`src/rtl/tp_sched_pkg.sv`:
```
// Shared types for the testpattern scheduler: timing bundle,
// resolution presets, FSM states and small helpers.
package tp_sched_pkg;

    typedef struct packed {
        logic [15:0] h_total;
        logic [15:0] h_sync;
        logic [15:0] h_bporch;
        logic [15:0] h_res;
        logic [15:0] v_total;
        logic [15:0] v_sync;
        logic [15:0] v_bporch;
        logic [15:0] v_res;
        logic        hs_pol;
        logic        vs_pol;
    } tp_timing_t;

    typedef enum logic [1:0] {
        ST_RUN  = 2'd0,
        ST_PEND = 2'd1,
        ST_HOLD = 2'd2
    } tp_sched_state_e;

    // Entry 3 is reserved and aliases preset 0.
    localparam tp_timing_t TP_PRESET [0:3] = '{
        '{16'd1056, 16'd128, 16'd88,  16'd800,
          16'd628,  16'd4,   16'd23,  16'd600, 1'b1, 1'b1},
        '{16'd1344, 16'd136, 16'd160, 16'd1024,
          16'd806,  16'd6,   16'd29,  16'd768, 1'b0, 1'b0},
        '{16'd1650, 16'd40,  16'd220, 16'd1280,
          16'd750,  16'd5,   16'd20,  16'd720, 1'b1, 1'b1},
        '{16'd1056, 16'd128, 16'd88,  16'd800,
          16'd628,  16'd4,   16'd23,  16'd600, 1'b1, 1'b1}
    };

    // The reserved select behaves exactly like preset 0.
    function automatic logic [1:0] sel_norm(input logic [1:0] s);
        return (s == 2'd3) ? 2'd0 : s;
    endfunction

    // Next auto-cycle mode, wrapping after the highest mode.
    function automatic logic [2:0] mode_next(input logic [2:0] m,
                                             input logic [2:0] max);
        return (m >= max) ? 3'd0 : m + 3'd1;
    endfunction

endpackage

```
`src/rtl/tp_frame_det.sv`:
```
// Frame-start detector: registers vs and flags the cycle where it
// first reaches its active level.
module tp_frame_det (
    input  logic clk,
    input  logic rst_n,
    input  logic vs,
    input  logic pol,
    output logic frame_start
);

    logic vs_q;

    // Previous vs level for edge detection.
    always_ff @(posedge clk) begin
        if (!rst_n) vs_q <= 1'b0;
        else        vs_q <= vs;
    end

    assign frame_start = (vs == pol) && (vs_q != pol);

endmodule

```
`src/rtl/tp_mode_scheduler.sv`:
```
// Frame-synchronous scheduler for testpattern timing and mode.
// Auto-cycling of modes is enabled by TP_SCHED_AUTO_CYCLE_EN.
module tp_mode_scheduler #(
    parameter int HOLD_CYC = 16,
    parameter int MODE_MAX = 2
) (
    input  logic        I_pxl_clk,
    input  logic        I_rst_n,
    input  logic        I_res_req,
    input  logic [1:0]  I_res_sel,
    input  logic [7:0]  I_frames_per_mode,
    input  logic [2:0]  I_mode_man,
    input  logic        I_vs,
    output logic        O_gen_rst_n,
    output logic [2:0]  O_mode,
    output logic [15:0] O_h_total,
    output logic [15:0] O_h_sync,
    output logic [15:0] O_h_bporch,
    output logic [15:0] O_h_res,
    output logic [15:0] O_v_total,
    output logic [15:0] O_v_sync,
    output logic [15:0] O_v_bporch,
    output logic [15:0] O_v_res,
    output logic        O_hs_pol,
    output logic        O_vs_pol,
    output logic [1:0]  O_res_cur,
    output logic        O_busy
);
    import tp_sched_pkg::*;

    localparam logic [15:0] HOLD_LAST = 16'(HOLD_CYC - 1);

    tp_sched_state_e state;
    tp_timing_t      tim;
    logic [15:0]     hold_cnt;
    logic [1:0]      pend_sel;
    logic [1:0]      req_sel;
    logic            hold_req;
    logic            frame_start;

    assign req_sel = sel_norm(I_res_sel);

    tp_frame_det u_frame_det (
        .clk         (I_pxl_clk),
        .rst_n       (I_rst_n),
        .vs          (I_vs),
        .pol         (tim.vs_pol),
        .frame_start (frame_start)
    );

    // Reload sequencing: RUN -> PEND -> (frame start) -> HOLD -> RUN/PEND.
    always_ff @(posedge I_pxl_clk) begin
        if (!I_rst_n) begin
            state       <= ST_HOLD;
            tim         <= TP_PRESET[0];
            hold_cnt    <= 16'd0;
            pend_sel    <= 2'd0;
            hold_req    <= 1'b0;
            O_res_cur   <= 2'd0;
            O_gen_rst_n <= 1'b0;
            O_busy      <= 1'b1;
        end else begin
            unique case (state)
                ST_RUN: begin
                    if (I_res_req && req_sel != O_res_cur) begin
                        pend_sel <= req_sel;
                        state    <= ST_PEND;
                        O_busy   <= 1'b1;
                    end
                end
                ST_PEND: begin
                    if (frame_start) begin
                        // A request in the same cycle is the newest intent.
                        tim         <= TP_PRESET[I_res_req ? req_sel : pend_sel];
                        O_res_cur   <= I_res_req ? req_sel : pend_sel;
                        hold_cnt    <= 16'd0;
                        hold_req    <= 1'b0;
                        O_gen_rst_n <= 1'b0;
                        state       <= ST_HOLD;
                    end else if (I_res_req) begin
                        pend_sel <= req_sel;
                    end
                end
                ST_HOLD: begin
                    hold_cnt <= hold_cnt + 16'd1;
                    if (I_res_req) begin
                        pend_sel <= req_sel;
                        hold_req <= 1'b1;
                    end
                    if (hold_cnt == HOLD_LAST) begin
                        O_gen_rst_n <= 1'b1;
                        if (hold_req || I_res_req) begin
                            state  <= ST_PEND;
                            O_busy <= 1'b1;
                        end else begin
                            state  <= ST_RUN;
                            O_busy <= 1'b0;
                        end
                    end
                end
                default: begin
                    state <= ST_HOLD;
                end
            endcase
        end
    end

`ifdef TP_SCHED_AUTO_CYCLE_EN
    logic [7:0] frame_cnt;

    // Frame counter advancing the pattern mode every N frames in RUN.
    always_ff @(posedge I_pxl_clk) begin
        if (!I_rst_n) begin
            frame_cnt <= 8'd0;
            O_mode    <= 3'd0;
        end else if (state == ST_HOLD) begin
            frame_cnt <= 8'd0;
        end else if (state == ST_RUN && frame_start &&
                     I_frames_per_mode != 8'd0) begin
            if (frame_cnt >= I_frames_per_mode - 8'd1) begin
                frame_cnt <= 8'd0;
                O_mode    <= mode_next(O_mode, 3'(MODE_MAX));
            end else begin
                frame_cnt <= frame_cnt + 8'd1;
            end
        end
    end
`else
    logic unused_fpm;
    assign unused_fpm = ^I_frames_per_mode;

    // Manual mode select, registered for a clean output.
    always_ff @(posedge I_pxl_clk) begin
        if (!I_rst_n) O_mode <= 3'd0;
        else          O_mode <= I_mode_man;
    end
`endif

    assign O_h_total  = tim.h_total;
    assign O_h_sync   = tim.h_sync;
    assign O_h_bporch = tim.h_bporch;
    assign O_h_res    = tim.h_res;
    assign O_v_total  = tim.v_total;
    assign O_v_sync   = tim.v_sync;
    assign O_v_bporch = tim.v_bporch;
    assign O_v_res    = tim.v_res;
    assign O_hs_pol   = tim.hs_pol;
    assign O_vs_pol   = tim.vs_pol;

endmodule

```
`config.mk`:
```
export PLATFORM = sky130hd
export DESIGN_NAME = tp_mode_scheduler
export DESIGN_NICKNAME = d
export VERILOG_FILES = /design/src/rtl/tp_sched_pkg.sv /design/src/rtl/tp_frame_det.sv /design/src/rtl/tp_mode_scheduler.sv
export SDC_FILE = /design/constraint.sdc
export NUM_CORES = 1
export LEC_CHECK = 0
export CAP_MARGIN = 25
export CORE_AREA = 2 2 86 88
export DETAILED_ROUTE_END_ITERATION = 8
export DIE_AREA = 0 0 88 90
export PLACE_DENSITY = 0.81
export SLEW_MARGIN = 10
export SYNTH_ARGS = -nofsm -noshare
export SYNTH_HDL_FRONTEND = slang
export SYNTH_HIERARCHICAL = 1
export SYNTH_SLANG_ARGS = --single-unit
```
`constraint.sdc`:
```
create_clock -name I_pxl_clk -period 2.1 [get_ports I_pxl_clk]
set_clock_uncertainty 0.05 [all_clocks]
set_input_delay 0.42 -clock I_pxl_clk [delete_from_list [all_inputs] [get_ports I_pxl_clk]]
set_output_delay 0.42 -clock I_pxl_clk [all_outputs]
set_load 0.01 [all_outputs]
```
# Word-level counts from Yosys, hierarchy flattened
# Cells that the tools add are included.
[word_totals] elab_cells=72 output_inout_bits=137 in_bits=17 register_bits=159
[classes] n_eq_ne=12 n_mux=24 n_bitwise=1 magnitude_cmp=1 n_reduce_logical=14 addsub=1
[op_table] operator="$bmux 130 s2" count=1
[op_table] operator="$mux 130" count=2
[op_table] operator="$pmux 16 s2" count=1
[op_table] operator="$add 16x1->16 const B" count=1
[op_table] operator="$eq 16x4->1 const B" count=1
[op_table] operator="$mux 16" count=1
[op_table] operator="$reduce_and 3->1" count=5
[op_table] operator="$mux 2" count=7
[op_table] operator="$pmux 2 s3" count=2
[op_table] operator="$ne 2x2->1 const B" count=5
[op_table] operator="$mux 1" count=7
[op_table] operator="$pmux 1 s2" count=3
[op_table] operator="$eq 2x2->1 const B" count=2
[op_table] operator="$reduce_and 2->1" count=2
[op_table] operator="$reduce_bool 2->1" count=2
[op_table] operator="$ge 3x3->1 const B" count=1
[op_table] operator="$not 2->3" count=1
[op_table] operator="$reduce_bool 3->1" count=1
[op_table] operator="$eq 2x1->1 const B" count=1
[op_table] operator="$logic_and 1x1->1" count=2
[op_table] operator="$logic_not 2->1" count=1
[op_table] operator="$ne 2x2->1" count=1
[op_table] operator="$eq 1x1->1" count=1
[op_table] operator="$logic_or 1x1->1" count=1
[op_table] operator="$ne 1x1->1" count=1

# Depth between registers and ports, before layout
[depth] word_depth=7 mapped_depth=7 ltp_nobuf=7

# Cells and area by module
# Netlist, hierarchy kept.
[by_module_without_submodules] mod="tp_mode_scheduler" cells_per_inst=310 n_inst=1 seq_area_each_um2=680.7 area_per_inst_um2=2616.3
[by_module_without_submodules] mod="tp_frame_det" cells_per_inst=5 n_inst=1 seq_area_each_um2=20.0 area_per_inst_um2=50.0

# Worst setup path after synthesis
# OpenSTA, ideal clock, no wires.
[synth_timing] path_type="reg-to-reg" startpoint="register O_h_bporch[6] (netlist name)" endpoint="register hold_cnt[10]" arrival_time_ns=1.706 n_path_buf=1 slack_ns=0.227 path_stages_with_launch=7 required_time_ns=1.933 setup_ns=0.117 synth_period_minus_slack_ns=1.873 path_cell_list="dfxtp_1 -> nand2_1 -> o22ai_2 -> nand2_1 -> o21ai_0 -> buf_2 -> nor2_1"
[synth_rtl] item="end signal, assigned" line_no="tp_mode_scheduler.sv:85" rtl="hold_cnt <= hold_cnt + 16'd1;"
[synth_rtl] item="end, declared" line_no="tp_mode_scheduler.sv:35" rtl="logic [15:0] hold_cnt;"

# Worst setup path in the final report
[layout_timing] startpoint="input port I_res_sel[0]" endpoint="register pend_sel[1]"
[layout_via] elab_chain_len=6 elab_cells_between_ends=10 cone_classes="eq/ne (3); mux (5); reduce/logical (2)"
[layout_rtl] item="start, declared" line_no="tp_mode_scheduler.sv:10" rtl="input logic [1:0] I_res_sel,"
[layout_rtl] item="$eq 2x2->1" line_no="tp_sched_pkg.sv:38" rtl="return (s == 2'd3) ? 2'd0 : s;"
[layout_rtl] item="$mux 2 (*)" line_no="tp_sched_pkg.sv:38"
[layout_rtl] item="$ne 2x2->1" line_no="tp_mode_scheduler.sv:65" rtl="if (I_res_req && req_sel != O_res_cur) begin"
[layout_rtl] item="$logic_and 1x1->1" line_no="tp_mode_scheduler.sv:65"
[layout_rtl] item="$ne 2x2->1 (no line)"
[layout_rtl] item="$reduce_and 3->1 (no line)"
[layout_rtl] item="end signal, assigned" line_no="tp_mode_scheduler.sv:66" rtl="pend_sel <= req_sel;"
[layout_rtl] item="end signal, assigned" line_no="tp_mode_scheduler.sv:81" rtl="pend_sel <= req_sel;"
[layout_rtl] item="end signal, assigned" line_no="tp_mode_scheduler.sv:87" rtl="pend_sel <= req_sel;"
[layout_rtl] item="end, declared" line_no="tp_mode_scheduler.sv:36" rtl="logic [1:0] pend_sel;"
# Mark *: on every way between the ends. The rest lies on a longest branch, timed or not. The select of a mux whose other input is x is not followed.
# A chain may end at the register's enable or synchronous reset.

==> run metrics <==
Sw Share=36.0%; number of global-route vias before repair=1546; IO buf count=52; Worst VDD drop=0.233 mV; Post-synth top flop=dfxtp_1; post-synth cell types=49; final hold slack=0.443 ns; post-synthesis cell type with the largest combined area=buf_4; first-pass GRT wire length=6.91 mm; Area Overhead vs Synth=8.49%; clk_lat worst skew=0.29 ns; 1st-pass router iterations=4; post-CTS setup repair buffer count=0; leakage power=0.00135 uW; Psw=704 uW; pwr/cell area=677 nW/um2; Starting Density=38.0%; Syn Inst Count=315; status=completed; Cell Int Power=1250 uW; pre-CTS setup slack=-0.127 ns; minimum clock period=1.92 ns; CP max stage delay=0.49 ns; CP required=2.26 ns; type of the worst setup path=input pin to flip-flop; pin count of the biggest net entering global routing=16; final max-slew violation count=0; IO Count=154; die height=90 um; Post-synth EDFFs=0; Antenna Cells=0; # setup viols final=0; Fillers=716; DRT iter0 DRCs=43; number of antenna violations at the first check in global routing=0; Cell Area, Synth=2670 um2; DR vias/cell=3.93; Synth Warn #=6; WP data arrival=2.08 ns; clock tree buffer depth=2; CTS tree=done; FP Rows=31; dpl hpwl=3.46 mm; Vias=1770; crit path max fanout=4; overall routed net length=4.32 mm; antenna viol nets, final=0; Die W=88 um; Clock transition at path regs=0.07 ns; GR Overflow Total=0; # resized after CTS=0; FF+latch count, synth=35; CTS H-tree lvls=2; f_max=521 MHz; crit-path most repeated cell=nor2b_1; Async S/R FF share, synth=0%; clock power share=23.7%; Clock Tree Root=clkbuf_8; fin nets=377; CTS Hold Bufs=0; core box area=7020 um2; multi-input logic area=1330 um2; die area=7920 um2; CTS sink count=35; share of cells above drive strength 1=9.12%; CP max-delay cell=clkdlybuf4s50_1; Synth top area share=34.9%; CTS Buf Count=5; Hold Crit Class=flip-flop to flip-flop; routability cong.=0.757; Syn Area/Cell=8.46 um2; maxcap violations=0; crit-path cells=clkdlybuf4s50_1 -> nor2b_1 -> nor2b_1 -> a221oi_1 -> buf_4 -> nand3_1 -> a21boi_1; final cycle utilization of the critical path=91.5%; Sequential Power Share=39.3%; drt wl/cell=9.60 um; Final WS setup=0.179 ns; Comb pwr share=37.0%; Fin. Hold Viols=0; Setup crit end kind=flip-flop; RSZ-0062 raised after global routing=no; Worst setup SP type=input pin; DRC viols=0; register area=701 um2; register area share after synthesis=26.3%; synth top area cells=buf_4, dfxtp_1, ha_1; GRT Util Overall=10.8%
==> state kept, by name, summed over array words and instances, names as in the netlist <==
signal	cells
pend_sel	2
hold_cnt	16
O_h_sync	2
O_mode	3
O_v_bporch	1
O_h_bporch	2
hold_req	1
u_frame_det/vs_q	1
O_res_cur	2
O_gen_rst_n	1
O_h_res	1
state	2
O_busy	1
==> power by group through the flow <==
stage	clock [uW]	sequential [uW]	combinational, uW
2_1_floorplan	0	777	648
3_3_place_gp	0	778	689
3_5_place_dp	0	784	719
4_1_cts	492	770	722
5_1_grt	510	779	808
6_report	464	769	724
==> worst max-delay path, delay by kind of cell <==
family	cells	cell delay, ns
buf+inv	2	0.68
compound gates	2	0.54
simple gates	3	0.45
==> cell usage after synthesis, drive strengths merged (4+ instances only) <==
cell,instances
xnor2,5
dfxtp,35
xor2,8
nand3,8
clkbuf,4
a21boi,4
nand4,4
nor2,17
o211a,4
o21ai,6
nor3,7
nor2b,7
inv,7
ha,10
nand2,24
mux2i,5
buf,126
and2,6
==> area by class of cell <==
cell class / count / area share [%]
clock inverters: 3 / 0.519
flip-flops and latches: 35 / 24.2
multi-input cells: 234 / 45.8
repair buffers: 67 / 21.9
inverters: 7 / 0.908
clock buffers: 5 / 2.38
well taps: 99 / 4.28
==> per-layer routing <==
metal / wire length (um) / vias up / track usage, %
met2: 2250 / 74 / 18.9
met1: 1720 / 805 / 12.2
met3: 275 / 4 / 2.57
met5: 0 / - / 0
li1: - / 887 / -
met4: 70 / 0 / 4.87
==> per-stage QoR <==
stage	total power, uW	instances	TNS (ns)	area, um2	utilization [%]
5_1_grt	2100	450	0	2890	41.2
6_report	1960	450	0	2890	41.2
3_5_place_dp	1500	442	-1.05	2810	40.0
3_3_place_gp	1470	442	-0.329	2810	40.0
4_1_cts	1980	450	0	2890	41.2
2_1_floorplan	1420	406	0	3010	-
==> cells by family after synthesis <==
family | Yosys count | share of synthesized area, %
buf+inv | 137 | 36.8
fa+ha+maj | 10 | 4.69
flops | 35 | 26.3
simple gates | 86 | 17.3
other cells | 2 | 0.282
xor+xnor | 13 | 4.27
mux | 5 | 2.35
compound gates | 27 | 8.02
==> cell usage in the layout, fill, tap and decap left out, types with 3 or more instances in the layout <==
cell type / n
conb_1: 93
dfxtp_1: 35
o211a_1: 4
clkbuf_8: 5
ha_1: 10
clkdlybuf4s50_1: 52
nor3_1: 6
inv_1: 7
xor2_1: 8
nand3_1: 8
nand2_1: 24
nor2_1: 15
clkinv_2: 3
buf_4: 15
nor2b_1: 7
xnor2_1: 5
and2_1: 5
nand4_1: 4
mux2i_1: 4
o21ai_0: 5
==> final timing paths <==
kind / start / endpoint / slack [ns] / cells after the start
max: I_res_sel[0] / pend_sel[1] / 0.18 / 7
min: pend_sel[0] / pend_sel[0] / 0.44 / 2
max reg2reg: state[0] / pend_sel[1] / 0.26 / 7
min reg2reg: pend_sel[0] / pend_sel[0] / 0.44 / 2
Note: power is estimated with default switching activity, not from simulation.
